[config.mk]
export PLATFORM = sky130hd
export DESIGN_NAME = seg_scan_arb
export DESIGN_NICKNAME = d
export VERILOG_FILES = /design/src/rtl/seg_pkg.sv /design/src/rtl/bcd_to_seg.sv /design/src/rtl/seg_scan_arb.sv
export SDC_FILE = /design/constraint.sdc
export NUM_CORES = 1
export LEC_CHECK = 0
export CAP_MARGIN = 20
export CORE_MARGIN = 3
export CORE_UTILIZATION = 54
export CTS_BUF_LIST = sky130_fd_sc_hd__clkbuf_2
export DETAILED_ROUTE_END_ITERATION = 7
export PLACE_DENSITY = 0.9
export SETUP_SLACK_MARGIN = 0.2
export SYNTH_ARGS = -nofsm -noshare
export SYNTH_HDL_FRONTEND = slang
export SYNTH_SLANG_ARGS = --single-unit
[constraint.sdc]
create_clock -name clk -period 4.5 [get_ports clk]
set_clock_uncertainty 0.2 [all_clocks]
set_input_delay 0.9 -clock clk [delete_from_list [all_inputs] [get_ports clk]]
set_output_delay 0.9 -clock clk [all_outputs]
set_load 0.02 [all_outputs]
[src/rtl/seg_pkg.sv]
// Shared constants for the multiplexed 6-digit seven-segment scanner:
// digit count, segment patterns (bit6 = a ... bit0 = g) and arbiter states.
package seg_pkg;

   localparam int unsigned NUM_DIGITS = 6;

   localparam logic [6:0] SEG_0     = 7'b1111110;
   localparam logic [6:0] SEG_1     = 7'b0110000;
   localparam logic [6:0] SEG_2     = 7'b1101101;
   localparam logic [6:0] SEG_3     = 7'b1111001;
   localparam logic [6:0] SEG_4     = 7'b0110011;
   localparam logic [6:0] SEG_5     = 7'b1011011;
   localparam logic [6:0] SEG_6     = 7'b1011111;
   localparam logic [6:0] SEG_7     = 7'b1110000;
   localparam logic [6:0] SEG_8     = 7'b1111111;
   localparam logic [6:0] SEG_9     = 7'b1111011;
   localparam logic [6:0] SEG_BLANK = 7'b0000000;

   typedef enum logic {
      SRC0 = 1'b0,
      SRC1 = 1'b1
   } arb_state_e;

endpackage

[src/rtl/bcd_to_seg.sv]
// Combinational BCD to active-high seven-segment decoder; codes 10-15 blank.
module bcd_to_seg
   import seg_pkg::*;
(
   input  logic [3:0] i_bcd,
   output logic [6:0] o_seg
);

   always_comb begin
      o_seg = SEG_BLANK;
      case (i_bcd)
         4'd0:    o_seg = SEG_0;
         4'd1:    o_seg = SEG_1;
         4'd2:    o_seg = SEG_2;
         4'd3:    o_seg = SEG_3;
         4'd4:    o_seg = SEG_4;
         4'd5:    o_seg = SEG_5;
         4'd6:    o_seg = SEG_6;
         4'd7:    o_seg = SEG_7;
         4'd8:    o_seg = SEG_8;
         4'd9:    o_seg = SEG_9;
         default: o_seg = SEG_BLANK;
      endcase
   end

endmodule

[src/rtl/seg_scan_arb.sv]
// Six-digit seven-segment scanner with a frame-aligned two-source arbiter
// (src1 overlay with minimum hold) and per-digit blink masking.
module seg_scan_arb
   import seg_pkg::*;
#(
   parameter int unsigned SCAN_DIV     = 50000,
   parameter int unsigned BLINK_FRAMES = 250,
   parameter int unsigned OVL_HOLD     = 500
) (
   input  logic        clk,
   input  logic        rst,
   input  logic [23:0] i_src0_bcd,
   input  logic [5:0]  i_src0_dp,
   input  logic        i_src1_req,
   input  logic [23:0] i_src1_bcd,
   input  logic [5:0]  i_src1_dp,
   input  logic [5:0]  i_blink_mask,
   output logic        o_src1_gnt,
   output logic [5:0]  o_seg_enb,
   output logic [6:0]  o_seg,
   output logic        o_seg_dp,
   output logic        o_frame
);

   localparam int unsigned PW = $clog2(SCAN_DIV);
   localparam int unsigned BW = (BLINK_FRAMES > 1) ? $clog2(BLINK_FRAMES) : 1;
   localparam int unsigned HW = $clog2(OVL_HOLD + 1);

   logic [PW-1:0] presc_q, presc_d;
   logic [2:0]    idx_q, idx_d;
   logic [BW-1:0] blink_cnt_q, blink_cnt_d;
   logic          blink_q, blink_d;
   logic [HW-1:0] hold_q, hold_inc;
   arb_state_e    state_q;
   logic          gnt_q, frame_q;
   logic          slot_tick, frame_end;

   logic [23:0]   sel_bcd;
   logic [5:0]    sel_dp;
   logic [3:0]    code;
   logic [6:0]    seg_dec;
   logic          blank;
   logic [5:0]    enb_d, enb_q;
   logic [6:0]    seg_d, seg_q;
   logic          dp_d, dp_q;

   always_comb begin
      slot_tick   = (presc_q == PW'(SCAN_DIV - 1));
      frame_end   = slot_tick && (idx_q == 3'(NUM_DIGITS - 1));
      presc_d     = slot_tick ? '0 : presc_q + PW'(1);
      idx_d       = idx_q;
      if (slot_tick) idx_d = frame_end ? '0 : idx_q + 3'd1;
      blink_cnt_d = blink_cnt_q;
      blink_d     = blink_q;
      if (frame_end) begin
         if (blink_cnt_q == BW'(BLINK_FRAMES - 1)) begin
            blink_cnt_d = '0;
            blink_d     = ~blink_q;
         end else begin
            blink_cnt_d = blink_cnt_q + BW'(1);
         end
      end
      hold_inc = (hold_q == HW'(OVL_HOLD)) ? hold_q : hold_q + HW'(1);
   end

   always_ff @(posedge clk) begin
      if (rst) begin
         presc_q     <= '0;
         idx_q       <= '0;
         blink_cnt_q <= '0;
         blink_q     <= 1'b0;
      end else begin
         presc_q     <= presc_d;
         idx_q       <= idx_d;
         blink_cnt_q <= blink_cnt_d;
         blink_q     <= blink_d;
      end
   end

   // The hold count includes the frame ending now, so release happens on the
   // OVL_HOLD-th frame boundary after the grant.
   always_ff @(posedge clk) begin
      if (rst) begin
         state_q <= SRC0;
         hold_q  <= '0;
         gnt_q   <= 1'b0;
         frame_q <= 1'b0;
      end else begin
         frame_q <= frame_end;
         if (frame_end) begin
            case (state_q)
               SRC0: begin
                  if (i_src1_req) begin
                     state_q <= SRC1;
                     gnt_q   <= 1'b1;
                     hold_q  <= '0;
                  end
               end
               SRC1: begin
                  hold_q <= hold_inc;
                  if (!i_src1_req && (hold_inc == HW'(OVL_HOLD))) begin
                     state_q <= SRC0;
                     gnt_q   <= 1'b0;
                  end
               end
               default: state_q <= SRC0;
            endcase
         end
      end
   end

   always_comb begin
      sel_bcd = (state_q == SRC1) ? i_src1_bcd : i_src0_bcd;
      sel_dp  = (state_q == SRC1) ? i_src1_dp  : i_src0_dp;
      code    = 4'(sel_bcd >> {idx_q, 2'b00});
      blank   = blink_q && i_blink_mask[idx_q];
      enb_d   = blank ? '1 : ~(6'b000001 << idx_q);
      seg_d   = blank ? '0 : seg_dec;
      dp_d    = !blank && sel_dp[idx_q];
   end

   bcd_to_seg u_dec (
      .i_bcd (code),
      .o_seg (seg_dec)
   );

   always_ff @(posedge clk) begin
      if (rst) begin
         enb_q <= '1;
         seg_q <= '0;
         dp_q  <= 1'b0;
      end else begin
         enb_q <= enb_d;
         seg_q <= seg_d;
         dp_q  <= dp_d;
      end
   end

   assign o_seg_enb  = enb_q;
   assign o_seg      = seg_q;
   assign o_seg_dp   = dp_q;
   assign o_frame    = frame_q;
   assign o_src1_gnt = gnt_q;

endmodule

* Word level (Yosys, flattened, before mapping)
Memory sizes are Yosys's and may differ from the RTL's. A register that Yosys moved wholly into a read port is not among the register bits. Cells that the tools add are included.
Word-level totals: RAM bits 0, memories kept 1, ROM bits 112, latch bits 0, input bits 69, register bits 47
Memory list:
- (name not given) | depth 16, bits a word 7, read ports 1, clocked after memory_dff 1, write ports 0, RTL line bcd_to_seg.sv:11 | case (i_bcd)
Operators by class: shifts and indexed selects 2, multiply operators 0, div/mod/pow operators 0, mux-type cells 17, reduce and logical (&&, ||, !) cells 11, add/sub/neg operators 4, eq/ne operators 7, bitwise logic cells 3, magnitude comparators 1
Operators by type and width (count):
- two-way mux 24 bit | 1
- right shift 24 x 5 -> 4 bit | 1
- equality test 9 bit (second input constant) | 2
- two-way mux 9 bit | 2
- one-hot mux 9 bit (2 select lines) | 1
- adder 16 x 1 -> 16 bit (second input constant) | 1
- equality test 16 bit (second input constant) | 1
- adder 9 x 1 -> 9 bit (second input constant) | 1
- adder 8 x 1 -> 8 bit (second input constant) | 1
- equality test 8 bit (second input constant) | 1
- two-way mux 8 bit | 1
- binary-select mux 1 bit (select 3 bit) | 2
- two-way mux 1 bit | 6
- two-way mux 6 bit | 1
- NOT 6 bit | 1
- << shifter 1 x 3 -> 6 bit (first input constant) | 1
- logical AND 1 bit | 4
- < comparator 3 x 4 -> 1 bit (second input constant) | 1
- one-hot mux 1 bit (2 select lines) | 2
- AND reduction 2 bit | 2
- OR reduction 2 bit | 2
- adder 3 x 1 -> 3 bit (second input constant) | 1
- equality test 3 bit (second input constant) | 1
- two-way mux 3 bit | 1
- other kinds (5) | 7

* Longest topological paths before layout
Gate-level depths: netlist (run 1).
depth after elaboration 6, gate-level depth with buffers 11, depth with buffers taken out 8

* Cells and area by module
From an unflattened synthesis (run 1), not the netlist that was laid out.
Second synthesis, totals: cells, all modules 354, area, all modules 3268.1 um^2
Modules (own cells, without submodules):
- seg_scan_arb | times used 1, cells each 326, area each 3049.2 um^2
- bcd_to_seg | times used 1, cells each 28, area each 219.0 um^2

* Worst setup path before layout (run 1)
OpenSTA, ideal clock, no wires.
path kind input to register, start point input i_src1_bcd[4], end point register seg_q[3] (netlist: o_seg[3]), arrival time 2.311 ns, library setup time 0.075 ns, stages 7, setup slack 1.915 ns, cell sequence mux4_2 -> mux2i_1 -> o22a_1 -> inv_1 -> ha_1 -> mux2_4 -> o22ai_1
On the way: word-level cells in the longest chain between the ends 2
RTL lines:
- start: declaration | RTL line seg_scan_arb.sv:15 | input logic [23:0] i_src1_bcd,
- two-way mux 24 bit | RTL line seg_scan_arb.sv:113 | sel_bcd = (state_q == SRC1) ? i_src1_bcd : i_src0_bcd;
- right shift 24 x 5 -> 4 bit | RTL line seg_scan_arb.sv:115 | code = 4'(sel_bcd >> {idx_q, 2'b00});
- end: declaration | RTL line seg_scan_arb.sv:44 | logic [6:0] seg_d, seg_q;
No other way between the ends. A chain may end at the register's enable or synchronous reset.

* Worst setup path after layout (run 1)
start point register state_q, end point register seg_q[6] (netlist: o_seg[6])
On the way: word-level cells in the longest chain between the ends 2
RTL lines:
- start: declaration | RTL line seg_scan_arb.sv:34 | arb_state_e state_q;
- start signal: assignment | RTL line seg_scan_arb.sv:84 | state_q <= SRC0;
- start signal: assignment | RTL line seg_scan_arb.sv:94 | state_q <= SRC1;
- start signal: assignment | RTL line seg_scan_arb.sv:102 | state_q <= SRC0;
- two-way mux 24 bit | RTL line seg_scan_arb.sv:113
- right shift 24 x 5 -> 4 bit | RTL line seg_scan_arb.sv:115
No other way between the ends.

==> impl_metrics.csv, run 1 <==
group,metric,value,unit
finish,fin_nets,503,
finish,fill_cells,437,
yosys,ys_ff_latch,54,
placed_design,place_congestion,0.901,
timing,max_freq,331,MHz
timing,rsz0062_at_grt,"no",
yosys,postSynthAreaPerCell,9.28,µm²
cts,ctsResizeCount,0,
power,cellLeakagePower,1.41,nW
yosys,syn_area,3180,µm²
setup_path,crit-reg2reg-launch,"state_q",
setup_path,timing.rr.end,"o_seg[6]",
detailed_routing,drtAntennaViolNets,0,
floorplan,dieArea,6850,µm²
global_route,grt_usage,0.228,
yosys,syn_inst,343,
finish,seqCellArea,1080,µm²
detailed_routing,wirelength,7890,µm
floorplan,rows,27,
min_path,hold_path_end,"presc_q[0]",
detailed_routing,wl_per_cell,16.1,µm
min_path,hold_path.class,"flip-flop to flip-flop",
cts,cts_setup_buffers,0,
timing,hold_viol_final,0,
timing,period_share,0.672,
yosys,seq_area_frac_synth,0.339,
detailed_routing,via_per_inst,5.84,
floorplan,die_w,82.8,µm
timing,fin_setup_tns,0,ns
cts,clock-root-buffer,"clkbuf_2",
floorplan,pin_count,85,
finish,layout-drive-gt1-share,0.0859,
cts,numCtsBuffers,5,
yosys,synth-edff-count,0,
min_path,min_path_cells,1,
timing,holdWs,0.282,ns
flow_run,cap_violations,0,
placed_design,io_buffer_count,84,
power,power_density,204,nW/µm²
cts,cts_sinks,54,
setup_path,cp.required,4.70,ns
timing,slew_viol_final,0,
detailed_routing,drc_errors,0,
cts,holdBufCountCts,0,
setup_path,cp-end-kind,"flip-flop",
global_route,grt_overflow,0,
floorplan,die_h,82.8,µm
timing,maxSlewHeadroom,0.398,
yosys,ys.flop_type,"dfxtp_1",
yosys,synthArstFlopShare,0,
cts,htreeDepth,2,
placed_design,dp_hpwl,6200,µm
timing,finalSetupViolCount,0,
global_route,grt_antenna_before_repair,0,
finish,syn2layout_area_growth,28.1,%
detailed_routing,first_iter_violations,226,
cts,clock_path_buffers,2,
setup_path,path_class,"flip-flop to flip-flop",
yosys,synth_cell_type_count,57,
setup_path,critPathArrivalTime,3.23,ns
detailed_routing,first_pass_iters,4,
setup_path,setup.worst_path.start_class,"flip-flop",
status,status,"complete, no violations",
floorplan,start_util,0.568,
cts,clk_latency,0.46,ns
finish,multi_input_area,1940,µm²
min_path,holdCritStartpoint,"presc_q[0]",
setup_path,r2r_cells,6,
placed_design,placed_cell_area,4020,µm²
global_route,first_global_vias,2546,
cts,cts_tree,"yes",
setup_path,rrSetupSlack,1.47,ns
global_route,grt_pass1_wl,12200,µm
finish,diodes,0,
setup_path,crit_fanout,18,
yosys,syn_nets,428,
power,peakVddDrop,0.129,mV
timing,fin_crit,3.03,ns
detailed_routing,vias,2869,
global_route,grt_max_degree,21,
finish,stdcell_area,4080,µm²
timing,tightest_slew,0.902,ns
yosys,yosys_warnings,0,
cts,clkTransAtPathRegs,0.28,ns
floorplan,core_area,5610,µm²
cells by family (layout without fill, tap and decap cells):
group	Yosys count	count (layout)	share of synthesized area
adders and majority gates	16	16	0.0629
muxes	21	21	0.119
xor gates and xnor gates	22	22	0.0605
DFF	54	54	0.339
and+or+nand+nor	132	132	0.217
buffers and inverters	32	108	0.0499
AOI/OAI and AO/OA	66	66	0.152
registers in the layout, indices dropped and copies added, names as in the netlist:
signal,cells
blink_cnt_q,8
blink_q,1
hold_q,9
idx_q,3
o_frame,1
o_seg,7
o_seg_dp,1
o_seg_enb,6
o_src1_gnt,1
presc_q,16
state_q,1
worst max path at each step:
stage | from | to | cells after the start
final | state_q | o_seg[6] | 6
after CTS | state_q | o_seg[6] | 6
after floorplan | i_src1_bcd[4] | o_seg[3] | 7
after detailed placement | i_src0_bcd[4] | o_seg[6] | 8
after global placement | i_src1_bcd[4] | o_seg[6] | 8
after global routing | state_q | o_seg[6] | 9
per-layer routing:
layer	up-vias	wire length (µm)	global-route usage
met4	0	56	0.0441
met1	1370	3300	0.306
met5	-	0	0
li1	1400	-	-
met2	93	4120	0.383
met3	6	413	0.0443
cell usage after synthesis (6+ instances only):
| library cell | count | share of area |
|---|---|---|
| a211oi_1 | 6 | 0.014 |
| a21oi_1 | 16 | 0.025 |
| and4_1 | 7 | 0.019 |
| clkbuf_1 | 9 | 0.011 |
| dfxtp_1 | 54 | 0.34 |
| ha_1 | 16 | 0.063 |
| inv_1 | 12 | 0.014 |
| mux4_2 | 10 | 0.071 |
| nand2_1 | 28 | 0.033 |
| nand3_1 | 14 | 0.022 |
| nand4_1 | 8 | 0.016 |
| nor2_1 | 34 | 0.040 |
| nor3_1 | 9 | 0.014 |
| o21ai_0 | 10 | 0.016 |
| xnor2_1 | 12 | 0.033 |
| xor2_1 | 10 | 0.028 |
placed cells by master (no fill, tap or decap), types with 3 or more instances in the layout:
master / Yosys / final
clkdlybuf4s50_1: 0 / 84
dfxtp_1: 54 / 54
nor2_1: 34 / 34
nand2_1: 28 / 28
a21oi_1: 16 / 16
ha_1: 16 / 16
nand3_1: 14 / 14
inv_1: 12 / 12
xnor2_1: 12 / 12
mux4_2: 10 / 10
o21ai_0: 10 / 10
xor2_1: 10 / 10
nor3_1: 9 / 9
nand4_1: 8 / 8
and4_1: 7 / 7
a211oi_1: 6 / 6
nor2b_1: 5 / 5
and2_1: 5 / 5
and3_1: 5 / 5
o22ai_1: 5 / 5
clkbuf_2: 0 / 5
mux2_2: 4 / 4
mux2i_1: 4 / 4
nor4_1: 4 / 4
o22a_1: 3 / 3
nand2b_1: 3 / 3
o21a_1: 3 / 3
a311oi_1: 3 / 3
a21boi_0: 3 / 3
power breakdown:
part / internal (W) / total, W / switching, W / leakage (nW)
registers: 0.000488 / 0.000491 / 0.00000302 / 0.438
logic: 0.0000847 / 0.000130 / 0.0000452 / 0.939
clock network: 0.0000463 / 0.000211 / 0.000165 / 0.0355
metrics by stage:
step	total power, W	util	setup WS (ns)	instances
6_report	0.000832	0.727	1.47	491
5_1_grt	0.000869	0.727	1.30	491
4_1_cts	0.000841	0.727	1.45	491
3_5_place_dp	0.000629	0.718	1.27	483
3_3_place_gp	0.000624	0.718	1.36	483
2_1_floorplan	0.000549	-	1.91	343
worst max-delay path: stages (launching register included):
cell	delay [ns]
dfxtp_1	0.97
buf_4	0.35
mux4_2	0.53
nor2_2	0.15
a2bb2oi_4	0.28
mux2_4	0.34
o22ai_1	0.15
cell type report:
class	instances	area share
inverters	14	0.0129
multi-input cells	257	0.477
well taps	72	0.0221
repair buffers	86	0.210
clock inverters	3	0.00706
clock buffers	5	0.00614
flip-flops and latches	54	0.265
(Power assumes the default switching activity.)
==> inputs of run 2 (changes only) <==
--- a/config.mk
+++ b/config.mk
@@ -7,10 +7,10 @@
 export LEC_CHECK = 0
 export CAP_MARGIN = 20
 export CORE_MARGIN = 3
-export CORE_UTILIZATION = 54
+export CORE_UTILIZATION = 45
 export CTS_BUF_LIST = sky130_fd_sc_hd__clkbuf_2
 export DETAILED_ROUTE_END_ITERATION = 7
-export PLACE_DENSITY = 0.9
+export PLACE_DENSITY = 0.8
 export SETUP_SLACK_MARGIN = 0.2
 export SYNTH_ARGS = -nofsm -noshare
 export SYNTH_HDL_FRONTEND = slang
==> constraint.sdc (replaced) <==
create_clock -name clk -period 2.75 [get_ports clk]
set_clock_uncertainty 0.2 [all_clocks]
set_input_delay 0.55 -clock clk [delete_from_list [all_inputs] [get_ports clk]]
set_output_delay 0.55 -clock clk [all_outputs]
set_load 0.02 [all_outputs]
==> run 2 against run 1 <==
Sequential share of layout area is 0.71 points lower. Sequential power increased by 64%. Fmax up 25%. Flip-flop and latch count did not move. Power rose by 61%. Via count increased by 0.17%. Die area rose by 18%. Routed wire length is the same.
==> impl_metrics.csv, run 2 (same netlist as run 1, synthesis figures left out) <==
group,metric,value,unit
status,status,"complete, no violations",
min_path,hold_path.class,"flip-flop to flip-flop",
floorplan,core_area,6830,µm²
timing,max_freq,413,MHz
setup_path,critPathArrivalTime,2.62,ns
detailed_routing,wirelength,7890,µm
detailed_routing,wl_per_cell,15.0,µm
finish,fin_nets,514,
finish,regMostFlops,"presc_q",
setup_path,slowest_delay,0.58,ns
finish,largest_register_ffs,16,
power,peakVddDrop,0.233,mV
cts,cts_sinks,54,
setup_path,cp-end-kind,"flip-flop",
global_route,first_global_vias,2853,
power,power_density,318,nW/µm²
global_route,grt_overflow,0,
cts,clock_path_buffers,2,
timing,slew_viol_final,0,
placed_design,dp_hpwl,6420,µm
detailed_routing,first_iter_violations,163,
detailed_routing,drc_errors,0,
floorplan,pin_count,85,
setup_path,crit_fanout,23,
floorplan,dieArea,8120,µm²
detailed_routing,first_pass_iters,4,
cts,clock-root-buffer,"clkbuf_2",
finish,syn2layout_area_growth,31.9,%
finish,layout_common_cells,"clkdlybuf4s50_1 (84), dfxtp_1 (52), nor2_1 (33)",
timing,rsz0062_at_grt,"no",
timing,period_share,0.880,
cts,htreeDepth,2,
floorplan,die_w,90.1,µm
finish,multi_input_area,1950,µm²
detailed_routing,drtAntennaViolNets,0,
detailed_routing,via_per_inst,5.46,
timing,hold_viol_final,0,
cts,numCtsBuffers,5,
detailed_routing,vias,2874,
setup_path,crit_chain,"buf_12 -> mux4_1 -> nor2_1 -> o41a_4 -> inv_1 -> buf_4 -> mux2_4 -> o22ai_1",
setup_path,setup.worst_path.start_class,"flip-flop",
placed_design,io_buffer_count,84,
finish,layout_commonest_cell,"clkdlybuf4s50_1",
flow_run,cap_violations,0,
finish,layout-drive-gt1-share,0.114,
floorplan,start_util,0.466,
finish,diodes,0,
timing,finalSetupViolCount,0,
global_route,grt_usage,0.200,
timing,tightest_slew,0.533,ns
finish,final_util,0.615,
floorplan,rows,30,
finish,largestRegisters,"presc_q (16), hold_q (9), blink_cnt_q (8)",
timing,maxSlewHeadroom,0.643,
setup_path,slowest_stage,"mux4_1",
finish,stdcell_area,4200,µm²
finish,seqCellArea,1080,µm²
placed_design,placed_cell_area,4150,µm²
setup_path,cp.required,2.95,ns
floorplan,die_h,90.1,µm
placed_design,place_congestion,0.867,
setup_path,cp_top_family,"multiplexers",
setup_path,path_class,"flip-flop to flip-flop",
global_route,grt_antenna_before_repair,0,
finish,fill_cells,576,
cts,holdBufCountCts,0,
global_route,grt_max_degree,24,
cts,clkTransAtPathRegs,0.27,ns
setup_path,crit_buf_inv,3,
cts,clk_latency,0.45,ns
power,cellLeakagePower,1.46,nW
global_route,grt_pass1_wl,13300,µm
timing,fin_crit,2.42,ns
cts,cts_tree,"yes",
## run 2: final timing paths
check	startpoint	to	slack, ns	cells after the start
worst max-delay path	state_q	o_seg[3]	0.33	8
worst min-delay path	presc_q[0]	presc_q[0]	0.26	1
worst max register to register	state_q	o_seg[3]	0.33	8
worst min register to register	presc_q[0]	presc_q[0]	0.26	1
## run 2: through the flow
stage | setup TNS, ns | std cells | hold slack (ns) | total power (W) | worst slack [ns]
6_report | 0 | 526 | 0.261 | 0.00134 | 0.329
5_1_grt | 0 | 526 | 0.281 | 0.00139 | 0.213
4_1_cts | 0 | 526 | 0.263 | 0.00134 | 0.287
3_5_place_dp | -0.0529 | 518 | 0.235 | 0.00103 | -0.0295
3_3_place_gp | 0 | 518 | 0.228 | 0.00103 | 0.0336
2_1_floorplan | 0 | 343 | 0.213 | 0.000899 | 0.346
## run 2: worst reg2reg max path, cell delays in order, from the launching register on
cell,delay (ns)
dfxtp_2,0.42
buf_12,0.19
mux4_1,0.59
nor2_1,0.16
o41a_4,0.20
inv_1,0.08
buf_4,0.15
mux2_4,0.27
o22ai_1,0.13
## run 2: timing repair
item | in CTS | in global routing
setup endpoints to repair | 0 | 10
gates resized for setup | 0 | 3
endpoints found under the hold margin | 0 | 0
buffers inserted | 0 | 0
## run 2: cell type report
class	instances	share of cell area
Clock buffer	5	0.00596
Timing Repair Buffer	97	0.226
Tap cell	96	0.0286
Inverter	14	0.0125
Clock inverter	3	0.00477
Sequential cell	54	0.258
Multi-Input combinational cell	257	0.464
## run 2: layer usage
layer,track usage,vias up,part of all wire
met5,0,-,0
met4,0.0612,0,0.017
met3,0.0393,14,0.054
met2,0.352,77,0.51
met1,0.245,1362,0.42
li1,-,1421,-
## run 2: where the power goes
| part | leakage [nW] | internal (W) | total, W | switching [W] |
|---|---|---|---|---|
| Sequential | 0.439 | 0.000798 | 0.000803 | 0.00000462 |
| Clock | 0.0270 | 0.0000631 | 0.000318 | 0.000255 |
| Combinational | 0.997 | 0.000142 | 0.000216 | 0.0000740 |
